--- config.mk ---
export PLATFORM = sky130hd
export DESIGN_NAME = usb_rx_phy
export DESIGN_NICKNAME = d
export VERILOG_FILES = /design/src/rtl/usb_phy_pkg.sv /design/src/rtl/usb_rx_dpll.sv /design/src/rtl/usb_rx_phy.sv
export SDC_FILE = /design/constraint.sdc
export NUM_CORES = 1
export LEC_CHECK = 0
export BUFFER_PORTS_ARGS = -buffer_cell sky130_fd_sc_hd__buf_2
export CORE_ASPECT_RATIO = 1.4
export CORE_MARGIN = 2
export CORE_UTILIZATION = 54
export CTS_BUF_LIST = sky130_fd_sc_hd__clkbuf_4 sky130_fd_sc_hd__clkbuf_8 sky130_fd_sc_hd__clkbuf_16
export DETAILED_ROUTE_END_ITERATION = 10
export GPL_ROUTABILITY_DRIVEN = 0
export PLACE_DENSITY = 0.76
export SLEW_MARGIN = 20
export SYNTH_ARGS = -nofsm -noshare
export SYNTH_HDL_FRONTEND = slang
export SYNTH_SLANG_ARGS = --single-unit
--- constraint.sdc ---
create_clock -name clk_i -period 2.4 [get_ports clk_i]
set_input_delay 0.48 -clock clk_i [delete_from_list [all_inputs] [get_ports clk_i]]
set_output_delay 0.48 -clock clk_i [all_outputs]
set_load 0.01 [all_outputs]
--- src/rtl/usb_phy_pkg.sv ---
// Shared types and constants for the USB 1.1 receive PHY.
//  line_state_t : decoded bus state (J, K, SE0, SE1)
//  rx_state_t   : receive FSM state
//  SYNC_PATTERN : LSB-first decoded value of the SYNC field (KJKJKJKK)
//  STUFF_LIMIT  : consecutive ones after which a stuffed zero follows
//  IDLE_J_BITS  : consecutive J bits that end error recovery
package usb_phy_pkg;

  typedef enum logic [1:0] {
    LS_J   = 2'd0,
    LS_K   = 2'd1,
    LS_SE0 = 2'd2,
    LS_SE1 = 2'd3
  } line_state_t;

  typedef enum logic [1:0] {
    RX_IDLE     = 2'd0,
    RX_SYNC     = 2'd1,
    RX_DATA     = 2'd2,
    RX_ERR_WAIT = 2'd3
  } rx_state_t;

  localparam logic [7:0]  SYNC_PATTERN = 8'h80;
  localparam logic [2:0]  STUFF_LIMIT  = 3'd6;
  localparam int unsigned IDLE_J_BITS  = 8;

endpackage

--- src/rtl/usb_rx_dpll.sv ---
// Pad synchroniser, line-state decoder and bit-timing recovery.
//  clk_i    in  system clock
//  rst_i    in  asynchronous reset, active-low
//  dp_i     in  D+ pad (asynchronous)
//  dn_i     in  D- pad (asynchronous)
//  ls_o     out synchronised line state (valid when strobe_o is high)
//  strobe_o out one-cycle strobe at the centre of each recovered bit
module usb_rx_dpll
  import usb_phy_pkg::*;
#(
  parameter int OVERSAMPLE  = 4,
  parameter int SYNC_STAGES = 2,
  parameter int LOW_SPEED   = 0
) (
  input  logic        clk_i,
  input  logic        rst_i,
  input  logic        dp_i,
  input  logic        dn_i,
  output line_state_t ls_o,
  output logic        strobe_o
);

  localparam int PW = $clog2(OVERSAMPLE);
  localparam logic [PW-1:0] PHASE_MAX  = PW'(OVERSAMPLE - 1);
  localparam logic [PW-1:0] PHASE_HALF = PW'(OVERSAMPLE / 2);
  localparam logic [PW-1:0] PHASE_ONE  = PW'(1);
  // Idle (J) pad levels, so the synchroniser leaves reset without a fake edge
  localparam logic IDLE_DP = (LOW_SPEED == 0);
  localparam logic IDLE_DN = (LOW_SPEED != 0);

  logic [SYNC_STAGES-1:0] r_dp_sync;
  logic [SYNC_STAGES-1:0] r_dn_sync;
  line_state_t            r_ls_prev;
  logic [PW-1:0]          r_phase;
  line_state_t            w_ls;
  logic                   w_change;
  logic [PW-1:0]          w_phase;

  always_ff @(posedge clk_i or negedge rst_i) begin
    if (!rst_i) begin
      r_dp_sync <= {SYNC_STAGES{IDLE_DP}};
      r_dn_sync <= {SYNC_STAGES{IDLE_DN}};
      r_ls_prev <= LS_J;
      r_phase   <= '0;
    end else begin
      r_dp_sync <= {r_dp_sync[SYNC_STAGES-2:0], dp_i};
      r_dn_sync <= {r_dn_sync[SYNC_STAGES-2:0], dn_i};
      r_ls_prev <= w_ls;
      r_phase   <= w_phase;
    end
  end

  always_comb begin
    w_ls = LS_SE0;
    case ({r_dp_sync[SYNC_STAGES-1], r_dn_sync[SYNC_STAGES-1]})
      2'b00:   w_ls = LS_SE0;
      2'b11:   w_ls = LS_SE1;
      2'b10:   w_ls = (LOW_SPEED != 0) ? LS_K : LS_J;
      default: w_ls = (LOW_SPEED != 0) ? LS_J : LS_K;
    endcase
  end

  // Phase is 0 in the cycle a new line state first appears, so the strobe
  // lands OVERSAMPLE/2 cycles into the bit even for a short (3-clock) bit.
  assign w_change = (w_ls != r_ls_prev);
  assign w_phase  = w_change ? '0 :
                    (r_phase == PHASE_MAX) ? '0 : (r_phase + PHASE_ONE);

  assign ls_o     = w_ls;
  assign strobe_o = (w_phase == PHASE_HALF);

endmodule

--- src/rtl/usb_rx_phy.sv ---
// USB 1.1 receive PHY: NRZI decode, bit de-stuffing, SYNC/EOP detection and
// byte assembly on top of the oversampling DPLL.
//  clk_i    in  system clock
//  rst_i    in  asynchronous reset, active-low
//  dp_i     in  D+ pad (asynchronous)
//  dn_i     in  D- pad (asynchronous)
//  rx_en_i  in  receive enable; low while this end transmits
//  data_o   out received byte, LSB first on the wire (valid with valid_o)
//  valid_o  out one-cycle strobe per complete byte
//  active_o out high from SYNC detect until EOP, error or disable
//  eop_o    out one-cycle strobe on EOP (SE0 followed by J)
//  err_o    out one-cycle strobe: stuff error, SE1, bad EOP, bad partial byte
module usb_rx_phy
  import usb_phy_pkg::*;
#(
  parameter int OVERSAMPLE  = 4,
  parameter int SYNC_STAGES = 2,
  parameter int LOW_SPEED   = 0
) (
  input  logic       clk_i,
  input  logic       rst_i,
  input  logic       dp_i,
  input  logic       dn_i,
  input  logic       rx_en_i,
  output logic [7:0] data_o,
  output logic       valid_o,
  output logic       active_o,
  output logic       eop_o,
  output logic       err_o
);

  line_state_t w_ls;
  logic        w_strobe;

  usb_rx_dpll #(
    .OVERSAMPLE (OVERSAMPLE),
    .SYNC_STAGES(SYNC_STAGES),
    .LOW_SPEED  (LOW_SPEED)
  ) u_dpll (
    .clk_i   (clk_i),
    .rst_i   (rst_i),
    .dp_i    (dp_i),
    .dn_i    (dn_i),
    .ls_o    (w_ls),
    .strobe_o(w_strobe)
  );

  rx_state_t   r_state;
  line_state_t r_prev_jk;
  logic [7:0]  r_shift;
  logic [2:0]  r_bit_cnt;
  logic [2:0]  r_ones;
  logic        r_se0_seen;
  logic [2:0]  r_jcnt;
  logic [7:0]  r_data;
  logic        r_valid;
  logic        r_eop;
  logic        r_err;
  logic        r_active;

  logic        w_is_jk;
  logic        w_bit;
  logic [7:0]  w_shift_next;
  logic        w_data_err;

  assign w_is_jk      = (w_ls == LS_J) || (w_ls == LS_K);
  // NRZI: no transition means 1
  assign w_bit        = (w_ls == r_prev_jk);
  assign w_shift_next = {w_bit, r_shift[7:1]};
  // Abort conditions inside a packet: SE1, K after SE0, or a seventh one
  assign w_data_err   = (w_ls == LS_SE1) ||
                        (r_se0_seen && (w_ls == LS_K)) ||
                        (!r_se0_seen && w_is_jk && (r_ones == STUFF_LIMIT) && w_bit);

  always_ff @(posedge clk_i or negedge rst_i) begin
    if (!rst_i) begin
      r_state    <= RX_IDLE;
      r_prev_jk  <= LS_J;
      r_shift    <= '0;
      r_bit_cnt  <= '0;
      r_ones     <= '0;
      r_se0_seen <= 1'b0;
      r_jcnt     <= '0;
      r_data     <= '0;
      r_valid    <= 1'b0;
      r_eop      <= 1'b0;
      r_err      <= 1'b0;
      r_active   <= 1'b0;
    end else begin
      r_valid <= 1'b0;
      r_eop   <= 1'b0;
      r_err   <= 1'b0;
      if (!rx_en_i) begin
        r_state   <= RX_IDLE;
        r_active  <= 1'b0;
        r_prev_jk <= LS_J;
      end else if (w_strobe) begin
        if (w_is_jk) r_prev_jk <= w_ls;
        case (r_state)
          RX_IDLE: begin
            // The first K is also the first SYNC bit
            if (w_ls == LS_K) begin
              r_state   <= RX_SYNC;
              r_shift   <= w_shift_next;
              r_bit_cnt <= 3'd1;
            end
          end
          RX_SYNC: begin
            if (!w_is_jk) begin
              r_state <= RX_IDLE;
            end else begin
              r_shift <= w_shift_next;
              if (r_bit_cnt == 3'd7) begin
                if (w_shift_next == SYNC_PATTERN) begin
                  r_state    <= RX_DATA;
                  r_active   <= 1'b1;
                  r_bit_cnt  <= '0;
                  r_ones     <= '0;
                  r_se0_seen <= 1'b0;
                end else begin
                  r_state <= RX_IDLE;
                end
              end else begin
                r_bit_cnt <= r_bit_cnt + 3'd1;
              end
            end
          end
          RX_DATA: begin
            if (w_data_err) begin
              r_err      <= 1'b1;
              r_active   <= 1'b0;
              r_state    <= RX_ERR_WAIT;
              r_se0_seen <= 1'b0;
              r_jcnt     <= '0;
            end else if (w_ls == LS_SE0) begin
              r_se0_seen <= 1'b1;
            end else if (r_se0_seen) begin
              // J after SE0: end of packet; up to one dribble bit is tolerated
              r_eop    <= 1'b1;
              r_active <= 1'b0;
              r_state  <= RX_IDLE;
              if (r_bit_cnt >= 3'd2) r_err <= 1'b1;
            end else if (r_ones == STUFF_LIMIT) begin
              r_ones <= '0;  // stuffed zero, dropped
            end else begin
              r_ones    <= w_bit ? (r_ones + 3'd1) : 3'd0;
              r_shift   <= w_shift_next;
              r_bit_cnt <= r_bit_cnt + 3'd1;
              if (r_bit_cnt == 3'd7) begin
                r_data  <= w_shift_next;
                r_valid <= 1'b1;
              end
            end
          end
          RX_ERR_WAIT: begin
            if (w_ls == LS_SE0) begin
              r_se0_seen <= 1'b1;
              r_jcnt     <= '0;
            end else if (w_ls == LS_J) begin
              if (r_se0_seen || (r_jcnt == 3'(IDLE_J_BITS - 1))) begin
                r_state <= RX_IDLE;
              end else begin
                r_jcnt <= r_jcnt + 3'd1;
              end
            end else begin
              r_se0_seen <= 1'b0;
              r_jcnt     <= '0;
            end
          end
          default: r_state <= RX_IDLE;
        endcase
      end
    end
  end

  // Strobes are masked while disabled so none leak out in the disabling cycle
  assign data_o   = r_data;
  assign valid_o  = r_valid & rx_en_i;
  assign eop_o    = r_eop & rx_en_i;
  assign err_o    = r_err & rx_en_i;
  assign active_o = r_active;

endmodule
==> impl_metrics.ini, run 1 <==
[outcome]
run_status = complete, but fails checks
violations = negative setup slack

[finish]
layout-drive-gt1-share_pct = 39.4
syn_to_final_growth_pct = 23.6
filler_instances = 318
antenna_cells_inserted = 0
finish.net_count = 272

[logic_synthesis]
synth-edff-count = 0
proportion_of_synthesized_flip_flops_having_asynchronous_set_or_reset_pct = 100
yosys.area_share.simple_pct = 14.1
yosys.area_share.xor_xnor_pct = 1.07
yosys.cell_types.count = 57
synthesis.area_per_instance_um2 = 11.5
post_synth_instance_area_mm2 = 0.00235
synth_adder_area_share_pct = 10.1
synth_mux_area_share_pct = 11.5
ys_flop_type = dfrtp_1
yosysTopAreaCellShare_pct = 41.6
cell_types_with_the_largest_area_share_after_synthesis = dfrtp_1 (42%), ha_1 (10%), mux2_2 (7.2%), inv_1 (2.4%), mux2_1 (2.4%)
synth_fp_nets = 228
synth_compound_area_share_pct = 15.3
synthDominantAreaCellType = dfrtp_1
synth.ff_latch_count = 41
synth_sequential_area_ratio_pct = 43.8
largest_family_of_logic_cells_by_synthesized_area = compound AO/OA/AOI/OAI gates
synthesis.yosys.warnings = 0
post_synth_inst_count = 204

[worst_setup_path]
critPathCaptureType = flip-flop
rr_worst_depth = 8
critical-path-top-delay-family = simple AND/OR/NAND/NOR gates
setup.worst_path.class = flip-flop to flip-flop
endpoint_required_time_on_the_critical_path_ns = 2.59
worst_path_most_repeated_cell = or3_4
worstSetupStartpointType = flip-flop
crit_path_max_fanout = 8
worst_ep_arrival_time_ns = 2.60
slowest_stage = dfstp_2
r2r-start = u_dpll.r_dp_sync[1]
worst_setup_path_start = u_dpll.r_dp_sync[1]
buffer_and_inverter_count_on_the_worst_path = 2
critical_path_depth = 8
worst_path_largest_cell_delay_ns = 0.56
cp_cell_sequence = inv_4 -> ha_4 -> or3_4 -> a2111oi_4 -> or3_4 -> nor3_4 -> buf_12 -> mux2_4

[sta]
worst_clock_skew_ns = 0.00443
final_period_minus_worst_setup_slack_ns = 2.41
final_critical_path_setup_slack_ns = -0.0149
timing.final.crit_share_pct = 101
total_negative_setup_slack_ns = -0.0704
fmaxAchievable_mhz = 414
worstMarginPinSlew_ns = 0.511
slew_viols_final = 0
slew_headroom_pct = 65.9
hold_viol_final = 0
rsz0062_at_grt = true
final-setup-viol-count = 9

[global_route]
antenna_found_initial = 0
grt_start_max_net_pins = 42
grt_pass1_vias = 1803
busiest_layer = met2
groute.layer.met1.usage_pct = 27.2
use_met2_pct = 41.1
grt_pass1_wl_um = 8410
met3_usage_pct = 4.09
globalRoute.totalOverflow = 0
grt.total_usage_pct = 23.3

[drt]
route.detailed.wl_per_inst_um = 17.8
vias = 1714
via_per_inst = 5.83
drtAntennaViolNets = 0
drc_violations = 0
route.final.wire_length_um = 5220
drt-pass1-iter-count = 4
drt-initial-drc-count = 60

[floorplanning]
coreArea_mm2 = 0.00420
dieArea_mm2 = 0.00490
chipHeight_um = 82.0
rows = 28
ioPinCount = 17
floorplan.die.width_um = 59.7
starting_density_of_the_core_pct = 55.8

[place]
dpl.hpwl_um = 3820
port_buffers = 16

[pwr]
cellLeakagePower_nw = 1.37
power.density_cell_area_mw_per_mm2 = 462
peakVddDrop_v = 0.000393
post_layout_total_power_mw = 1.34

[clock_tree]
cts_tree = done
ctsLongestPathBuffers = 2
cts-htree-levels = 2
cts.root.buffer_cell = clkbuf_8
worst_skew_pair.late_latency_ns = 0.30
numClockSinks = 41
cts.clk_slew.worst_paths_ns = 0.08
cts_buffers = 5

[flow_run]
drv_cap = 0

[worst_hold_path]
worst_hold_path_type = primary input to asynchronous set/reset pin
## routing by layer
| layer | share of wire [%] | wire length [µm] | vias up |
|---|---|---|---|
| li1 | - | - | 828 |
| met1 | 41 | 2140 | 833 |
| met2 | 52 | 2740 | 35 |
| met4 | 3.4 | 176 | 0 |
| met3 | 3.1 | 162 | 18 |
| met5 | 0 | 0 | - |
## synthesized netlist by cell type (2+ instances only)
library cell	n
o21a_1	2
a211oi_1	5
nand3_1	5
or3_1	2
or3_4	2
a211o_1	2
mux2i_1	3
mux2_2	15
o21ai_0	7
ha_1	19
nor2_1	11
mux2_1	5
inv_1	15
dfstp_2	2
a21oi_1	4
and2_1	4
dfrtp_1	39
o211ai_1	3
nand2b_1	3
buf_4	2
nor3_1	4
nand4b_1	2
buf_2	2
nand2_1	12
a31oi_1	2
## area by class of cell
| type | instances | area (µm²) | area share, % |
|---|---|---|---|
| inverter | 15 | 58.8 | 2.03 |
| multi-input combinational | 142 | 1370 | 47.1 |
| timing repair buffer | 43 | 299 | 10.3 |
| tap | 45 | 56.3 | 1.94 |
| clock buffer | 6 | 76.3 | 2.63 |
| clock inverter | 2 | 15.0 | 0.518 |
| sequential | 41 | 1030 | 35.5 |
## where the power goes
group,leakage (nW),switching (mW),internal (mW)
Combinational,0.793,0.0887,0.0647
Sequential,0.541,0.0142,0.709
Clock,0.0408,0.248,0.216
Total,1.37,0.351,0.990
## kinds of logic after synthesis
family                     after synthesis
and+or+nand+nor                         56
muxes                                   24
DFF                                     41
AOI/OAI and AO/OA                       41
adders and majority gates               19
buffers and inverters                   21
xor gates and xnor gates                 2
## flip-flops by register name, indices dropped and copies added (netlist names), 3 cells and up
name,cells
r_ones,3
r_shift,7
data_o,8
r_jcnt,3
r_bit_cnt,3
## per-stage QoR
stage / setup slack [ns] / area (µm²) / util (%) / instances / hold slack [ns]
6_report: -0.0149 / 2900 / 69.0 / 294 / 0.220
5_1_grt: -0.0738 / 2900 / 69.0 / 294 / 0.267
4_1_cts: -0.0176 / 2860 / 67.9 / 294 / 0.250
3_5_place_dp: -0.157 / 2690 / 64.1 / 285 / 0.340
3_3_place_gp: -0.0819 / 2690 / 64.1 / 285 / 0.347
2_1_floorplan: -0.0695 / 2410 / - / 204 / 0.184
## worst paths after layout
check                                 endpoint  slack [ns]
min                                 r_shift[3]        0.22
max                                  data_o[6]       -0.01
min in group clk_i         u_dpll.r_dp_sync[0]        0.27
min reg2reg                u_dpll.r_dn_sync[1]        0.36
max in group asynchronous  u_dpll.r_dp_sync[1]        1.79
max reg2reg                          data_o[6]       -0.01
## placed cells by master, fill, tap and decap left out, types with 2 or more instances in the layout
cell type	n
clkbuf_8	5
ha_1	16
a21oi_1	4
nand4b_1	2
o21a_1	2
mux2i_1	3
mux2_2	7
mux2_1	2
inv_1	14
dfstp_2	2
buf_4	25
and2_1	3
a211o_1	2
nand3_4	2
buf_2	16
o21ai_0	7
dfrtp_1	39
clkinvlp_4	2
nand2b_1	3
or3_4	3
a211oi_1	5
nand3_1	3
a31oi_1	2
mux2_4	12
nand2_1	12
nor2_1	11
o211ai_1	3
ha_4	2
nor3_1	4
## timing repair
item	4_1_cts	5_1_grt
gates resized for setup	9	8
cloned	0	0
hold buffers	0	0
setup endpoints to repair	16	18
setup buffers	2	2
pin swaps	3	8
Power figures use the tool's default switching activity.
==> run 2, diff against run 1 <==
--- a/config.mk
+++ b/config.mk
@@ -5,6 +5,7 @@
 export SDC_FILE = /design/constraint.sdc
 export NUM_CORES = 1
 export LEC_CHECK = 0
+export ABC_AREA = 1
 export BUFFER_PORTS_ARGS = -buffer_cell sky130_fd_sc_hd__buf_2
 export CORE_ASPECT_RATIO = 1.4
 export CORE_MARGIN = 2
@@ -12,7 +13,7 @@
 export CTS_BUF_LIST = sky130_fd_sc_hd__clkbuf_4 sky130_fd_sc_hd__clkbuf_8 sky130_fd_sc_hd__clkbuf_16
 export DETAILED_ROUTE_END_ITERATION = 10
 export GPL_ROUTABILITY_DRIVEN = 0
-export PLACE_DENSITY = 0.76
+export PLACE_DENSITY = 0.75
 export SLEW_MARGIN = 20
 export SYNTH_ARGS = -nofsm -noshare
 export SYNTH_HDL_FRONTEND = slang
==> impl_metrics.ini, run 2 <==
[clock_tree]
cts.root.buffer_cell = clkbuf_8
worst_skew_pair.late_latency_ns = 0.30
numClockSinks = 41
cts_buffers = 5
cts.clk_slew.worst_paths_ns = 0.08
ctsLongestPathBuffers = 2
cts_hold_buffers = 0
cts_tree = done
cts-htree-levels = 2
cts.repair_timing.setup_buffer_count = 0

[sta]
total_negative_setup_slack_ns = 0
final_period_minus_worst_setup_slack_ns = 2.20
slew_viols_final = 0
worst_clock_skew_ns = 0.00283
final-setup-viol-count = 0
holdWs_ns = 0.275
worstMarginPinSlew_ns = 0.884
slew_headroom_pct = 41.1
timing.final.crit_share_pct = 91.5
hold_viol_final = 0
fmaxAchievable_mhz = 455
rsz0062_at_grt = false

[worst_setup_path]
worst_ep_arrival_time_ns = 2.38
setup.worst_path.class = flip-flop to flip-flop
worstSetupStartpointType = flip-flop
endpoint_required_time_on_the_critical_path_ns = 2.59
critPathCaptureType = flip-flop
crit_path_max_fanout = 14

[drt]
route.final.wire_length_um = 4670
drt-pass1-iter-count = 5
wl_met2_um = 2310
via_per_inst = 5.12
vias = 1921
drtAntennaViolNets = 0
topRoutingLayerUsed = met4
route.detailed.wl_per_inst_um = 12.4
met1_wire_length_um = 1980
met3_wirelength_um = 192
drc_violations = 0
drt-initial-drc-count = 54

[worst_hold_path]
worst_hold_path_type = primary input to flip-flop

[logic_synthesis]
post_synth_instance_area_mm2 = 0.00238
proportion_of_synthesized_flip_flops_having_asynchronous_set_or_reset_pct = 100
synthesis.area_per_instance_um2 = 8.05
synth_fp_nets = 319
synthesis.yosys.warnings = 0
yosys.cell_types.count = 28
synthDominantAreaCellType = dfrtp_1
ys_flop_type = dfrtp_1
synth.most_common_cell = nand2_1
yosysTopAreaCellShare_pct = 41.1
synth_top_cells_by_count = nand2_1 (88), dfrtp_1 (39), inv_1 (39), nor2_1 (31), ha_1 (19)
synth_sequential_area_ratio_pct = 43.3
cell_types_with_the_largest_area_share_after_synthesis = dfrtp_1 (41%), nand2_1 (14%), ha_1 (10%), inv_1 (6.2%), nor2_1 (4.9%)
synth.ff_latch_count = 41
post_synth_inst_count = 295
synth-edff-count = 0

[floorplanning]
dieArea_mm2 = 0.00495
ioPinCount = 17
chipHeight_um = 82.5
rows = 28
starting_density_of_the_core_pct = 56.1
coreArea_mm2 = 0.00424
floorplan.die.width_um = 60.1

[finish]
syn_to_final_growth_pct = 9.79
largest_reg_flops = 8
mostFrequentLayoutCells = nand2_1 (88), inv_1 (39), dfrtp_1 (39)
layout-drive-gt1-share_pct = 14.9
total_area_of_multi_input_combinational_cells_mm2 = 0.00115
layout_commonest_cell = nand2_1
finish.net_count = 338
antenna_cells_inserted = 0
regArea_mm2 = 0.00103
filler_instances = 393

[place]
port_buffers = 16
dpl.hpwl_um = 3530

[flow_run]
drv_cap = 0

[global_route]
grt_start_max_net_pins = 42
grt.total_usage_pct = 22.0
grt_pass1_vias = 1852
antenna_found_initial = 0
globalRoute.totalOverflow = 0
grt_pass1_wl_um = 8090

[pwr]
power.density_cell_area_mw_per_mm2 = 586
peakVddDrop_v = 0.000296
cellLeakagePower_nw = 1.38

[outcome]
run_status = finished, final reports clean
## run 2: final cells by class
cell class / instances / area share, %
flip-flops and latches: 41 / 39.4
inverters: 40 / 5.76
clock inverters: 2 / 1.49
well taps: 60 / 2.88
clock buffers: 6 / 2.93
repair buffers: 17 / 3.36
multi-input cells: 209 / 44.2
## run 2: per-layer routing
layer  up-vias  global-route usage (%)
met1       882                    25.9
met4         0                    12.4
li1        966                       -
met3        17                    4.67
met2        56                    36.6
met5         -                       0
## run 2: path summary, 6_finish.rpt
check | cells past startpoint | endpoint | startpoint | slack, ns
setup / recovery | 9 | r_shift[7] | u_dpll.r_dp_sync[1] | 0.20
hold / removal | 1 | u_dpll.r_dp_sync[0] | dp_i | 0.27
setup reg to reg | 9 | r_shift[7] | u_dpll.r_dp_sync[1] | 0.20
hold reg to reg | 0 | u_dpll.r_dn_sync[1] | u_dpll.r_dn_sync[0] | 0.35
max in group asynchronous | 1 | r_ones[2] | rst_i | 1.55
min in group asynchronous | 1 | r_prev_jk[0] | rst_i | 0.30
## run 2: what timing repair did
item | 4_1_cts | 5_1_grt
gates resized for setup | 0 | 3
endpoints found under the setup margin | 0 | 19
hold endpoints to repair | 0 | 0
## run 2: worst max-delay path: stages (launching register included)
cell and delay [ns]:
dfstp_2 0.56, inv_1 0.08, ha_2 0.44, xor2_2 0.12
nand3_2 0.12, nand2_2 0.12, a21oi_4 0.30, nand2_4 0.19
nand2_1 0.11, o21ai_2 0.05
## run 2: cells by family after synthesis
group                    share of synthesized area, %
AO/OA/AOI/OAI                                    7.79
adder cells (fa/ha/maj)                          10.0
XOR/XNOR                                         1.05
flip-flops                                       43.3
buffers and inverters                            8.64
AND/OR/NAND/NOR                                  29.2
## run 2: through the flow
stage	std cells	util (%)	instance area (µm²)	setup WS (ns)	power (mW)
floorplan	295	-	2380	0.342	0.910
global placement	367	58.6	2480	0.189	0.964
detailed placement	367	58.6	2480	0.138	0.968
CTS	375	61.3	2600	0.106	1.53
global route	375	61.5	2610	0.0190	1.60
finish	375	61.5	2610	0.204	1.53
## run 2: power by group
group	internal [mW]	switching (mW)	leakage [nW]
registers	0.714	0.0171	0.553
logic	0.0756	0.153	0.769
clock network	0.323	0.245	0.0588
total	1.11	0.415	1.38
==> run 3, diff against run 2 <==
--- a/config.mk
+++ b/config.mk
@@ -14,6 +14,7 @@
 export DETAILED_ROUTE_END_ITERATION = 10
 export GPL_ROUTABILITY_DRIVEN = 0
 export PLACE_DENSITY = 0.75
+export RECOVER_POWER = 100
 export SLEW_MARGIN = 20
 export SYNTH_ARGS = -nofsm -noshare
 export SYNTH_HDL_FRONTEND = slang
==> impl_metrics.ini, run 3 (synthesis gave the netlist of run 2 again) <==
[outcome]
run_status = finished, final reports clean

[worst_setup_path]
slowest_stage = dfstp_2
crit_path_max_fanout = 7
buffer_and_inverter_count_on_the_worst_path = 2
endpoint_required_time_on_the_critical_path_ns = 2.64
critical-path-top-delay-family = simple AND/OR/NAND/NOR gates
worstSetupStartpointType = flip-flop
worst_path_largest_cell_delay_ns = 0.56
reg2reg_setup_slack_ns = 0.20
critical_path_depth = 11
worst_ep_arrival_time_ns = 2.44
cp_cell_sequence = inv_1 -> ha_2 -> inv_2 -> nand2_1 -> nand2_2 -> nand4_4 -> nor2_1 -> nand3_1 -> nor2_1 -> nand2_1 -> nand2_1
setup.worst_path.class = flip-flop to flip-flop
critPathCaptureType = flip-flop
worst_path_most_repeated_cell = nand2_1
rr_worst_depth = 11

[worst_hold_path]
worst_hold_path_type = primary input to flip-flop
hold_path_depth = 1

[pwr]
net_switching_power_figure_mw = 0.415
switching_share_pct = 27.2
cellInternalPower_mw = 1.11
seqPwrFrac_pct = 47.9
power_frac_clock_pct = 37.2
cellLeakagePower_nw = 1.32
peakVddDrop_v = 0.000305
power.density_cell_area_mw_per_mm2 = 593
pwr-share-comb_pct = 14.9

[finish]
layout-drive-gt1-share_pct = 9.21
syn_to_final_growth_pct = 8.22
finish.net_count = 338
layout_commonest_cell = nand2_1
antenna_cells_inserted = 0
largest_reg_flops = 8
mostFrequentLayoutCells = nand2_1 (88), inv_1 (39), dfrtp_1 (39)
layout.core_utilization_pct = 60.7

[sta]
worst_clock_skew_ns = 0.00262
slew_headroom_pct = 34.2
final-setup-viol-count = 0
worstMarginPinSlew_ns = 0.987
slew_viols_final = 0
timing.final.crit_share_pct = 91.6
final_period_minus_worst_setup_slack_ns = 2.20
hold_viol_final = 0
total_negative_setup_slack_ns = 0
fmaxAchievable_mhz = 455
rsz0062_at_grt = false

[drt]
drtAntennaViolNets = 0
via_per_inst = 5.09
drt-initial-drc-count = 44
drc_violations = 0
vias = 1907
drt-pass1-iter-count = 4
route.detailed.wl_per_inst_um = 12.5
route.final.wire_length_um = 4680

[clock_tree]
cts_hold_buffers = 0
worst_skew_pair.late_latency_ns = 0.30
cts_tree = done
cts_buffers = 5
ctsLongestPathBuffers = 2
cts.root.buffer_cell = clkbuf_8
cts-htree-levels = 2
numClockSinks = 41
cts.clk_slew.worst_paths_ns = 0.08

[global_route]
grt_pass1_vias = 1852
grt.total_usage_pct = 22.0
grt_pass1_wl_um = 8090
grt_start_max_net_pins = 42
antenna_found_initial = 0
globalRoute.totalOverflow = 0

[floorplanning]
starting_density_of_the_core_pct = 56.1
floorplan.die.width_um = 60.1
ioPinCount = 17
dieArea_mm2 = 0.00495
chipHeight_um = 82.5
coreArea_mm2 = 0.00424
rows = 28

[flow_run]
drv_cap = 0

[place]
port_buffers = 16
dpl.hpwl_um = 3530
## run 3: cell count changes in the layout (fill, tap and decap cells not counted)
cell      change
clkbuf_1     +12
o21ai_2       -6
clkbuf_2      +1
o21ai_0       +6
buf_2        -13
## run 3: cell type report
class / instances / area, µm²
Clock buffer: 6 / 76.3
Clock inverter: 2 / 38.8
Fill cell: 400 / 1670
Inverter: 40 / 150
Multi-Input combinational cell: 209 / 1130
Sequential cell: 41 / 1030
Tap cell: 60 / 75.1
Timing Repair Buffer: 17 / 72.6
## run 3: per-stage QoR
| stage | total power [mW] | instance area [µm²] | hold slack, ns | setup slack [ns] | cells |
|---|---|---|---|---|---|
| global placement | 0.964 | 2480 | 0.337 | 0.189 | 367 |
| CTS | 1.53 | 2600 | 0.270 | 0.106 | 375 |
| global route | 1.60 | 2570 | 0.266 | 0.0183 | 375 |
| detailed placement | 0.968 | 2480 | 0.337 | 0.138 | 367 |
| finish | 1.53 | 2570 | 0.275 | 0.201 | 375 |
| floorplan | 0.910 | 2380 | 0.184 | 0.342 | 295 |
## run 3: what timing repair did
item,CTS,global route
buffers inserted,0,0
resized for setup,0,3
endpoints found under the setup margin,0,19
## run 3: worst paths after layout
kind / start / end
setup / recovery: u_dpll.r_dp_sync[1] / r_jcnt[1]
hold / removal: dp_i / u_dpll.r_dp_sync[0]
setup reg to reg: u_dpll.r_dp_sync[1] / r_jcnt[1]
hold reg to reg: u_dpll.r_dn_sync[0] / u_dpll.r_dn_sync[1]
max in group asynchronous: rst_i / r_ones[2]
min in group asynchronous: rst_i / r_prev_jk[0]
## run 3: per-layer routing
layer / vias to the layer above / track usage, % / wire length [µm]
met5: - / 0 / 0
met4: 0 / 12.4 / 188
met3: 17 / 4.67 / 145
met2: 46 / 36.6 / 2310
met1: 881 / 25.9 / 2040
li1: 963 / - / -
## run 3: power by group through the flow
stage | Combinational (mW) | Sequential [mW] | Clock, mW
final | 0.227 | 0.731 | 0.568
after global routing | 0.264 | 0.734 | 0.603
after CTS | 0.225 | 0.731 | 0.576
after detailed placement | 0.223 | 0.745 | 0
after global placement | 0.221 | 0.743 | 0
after floorplan | 0.167 | 0.743 | 0
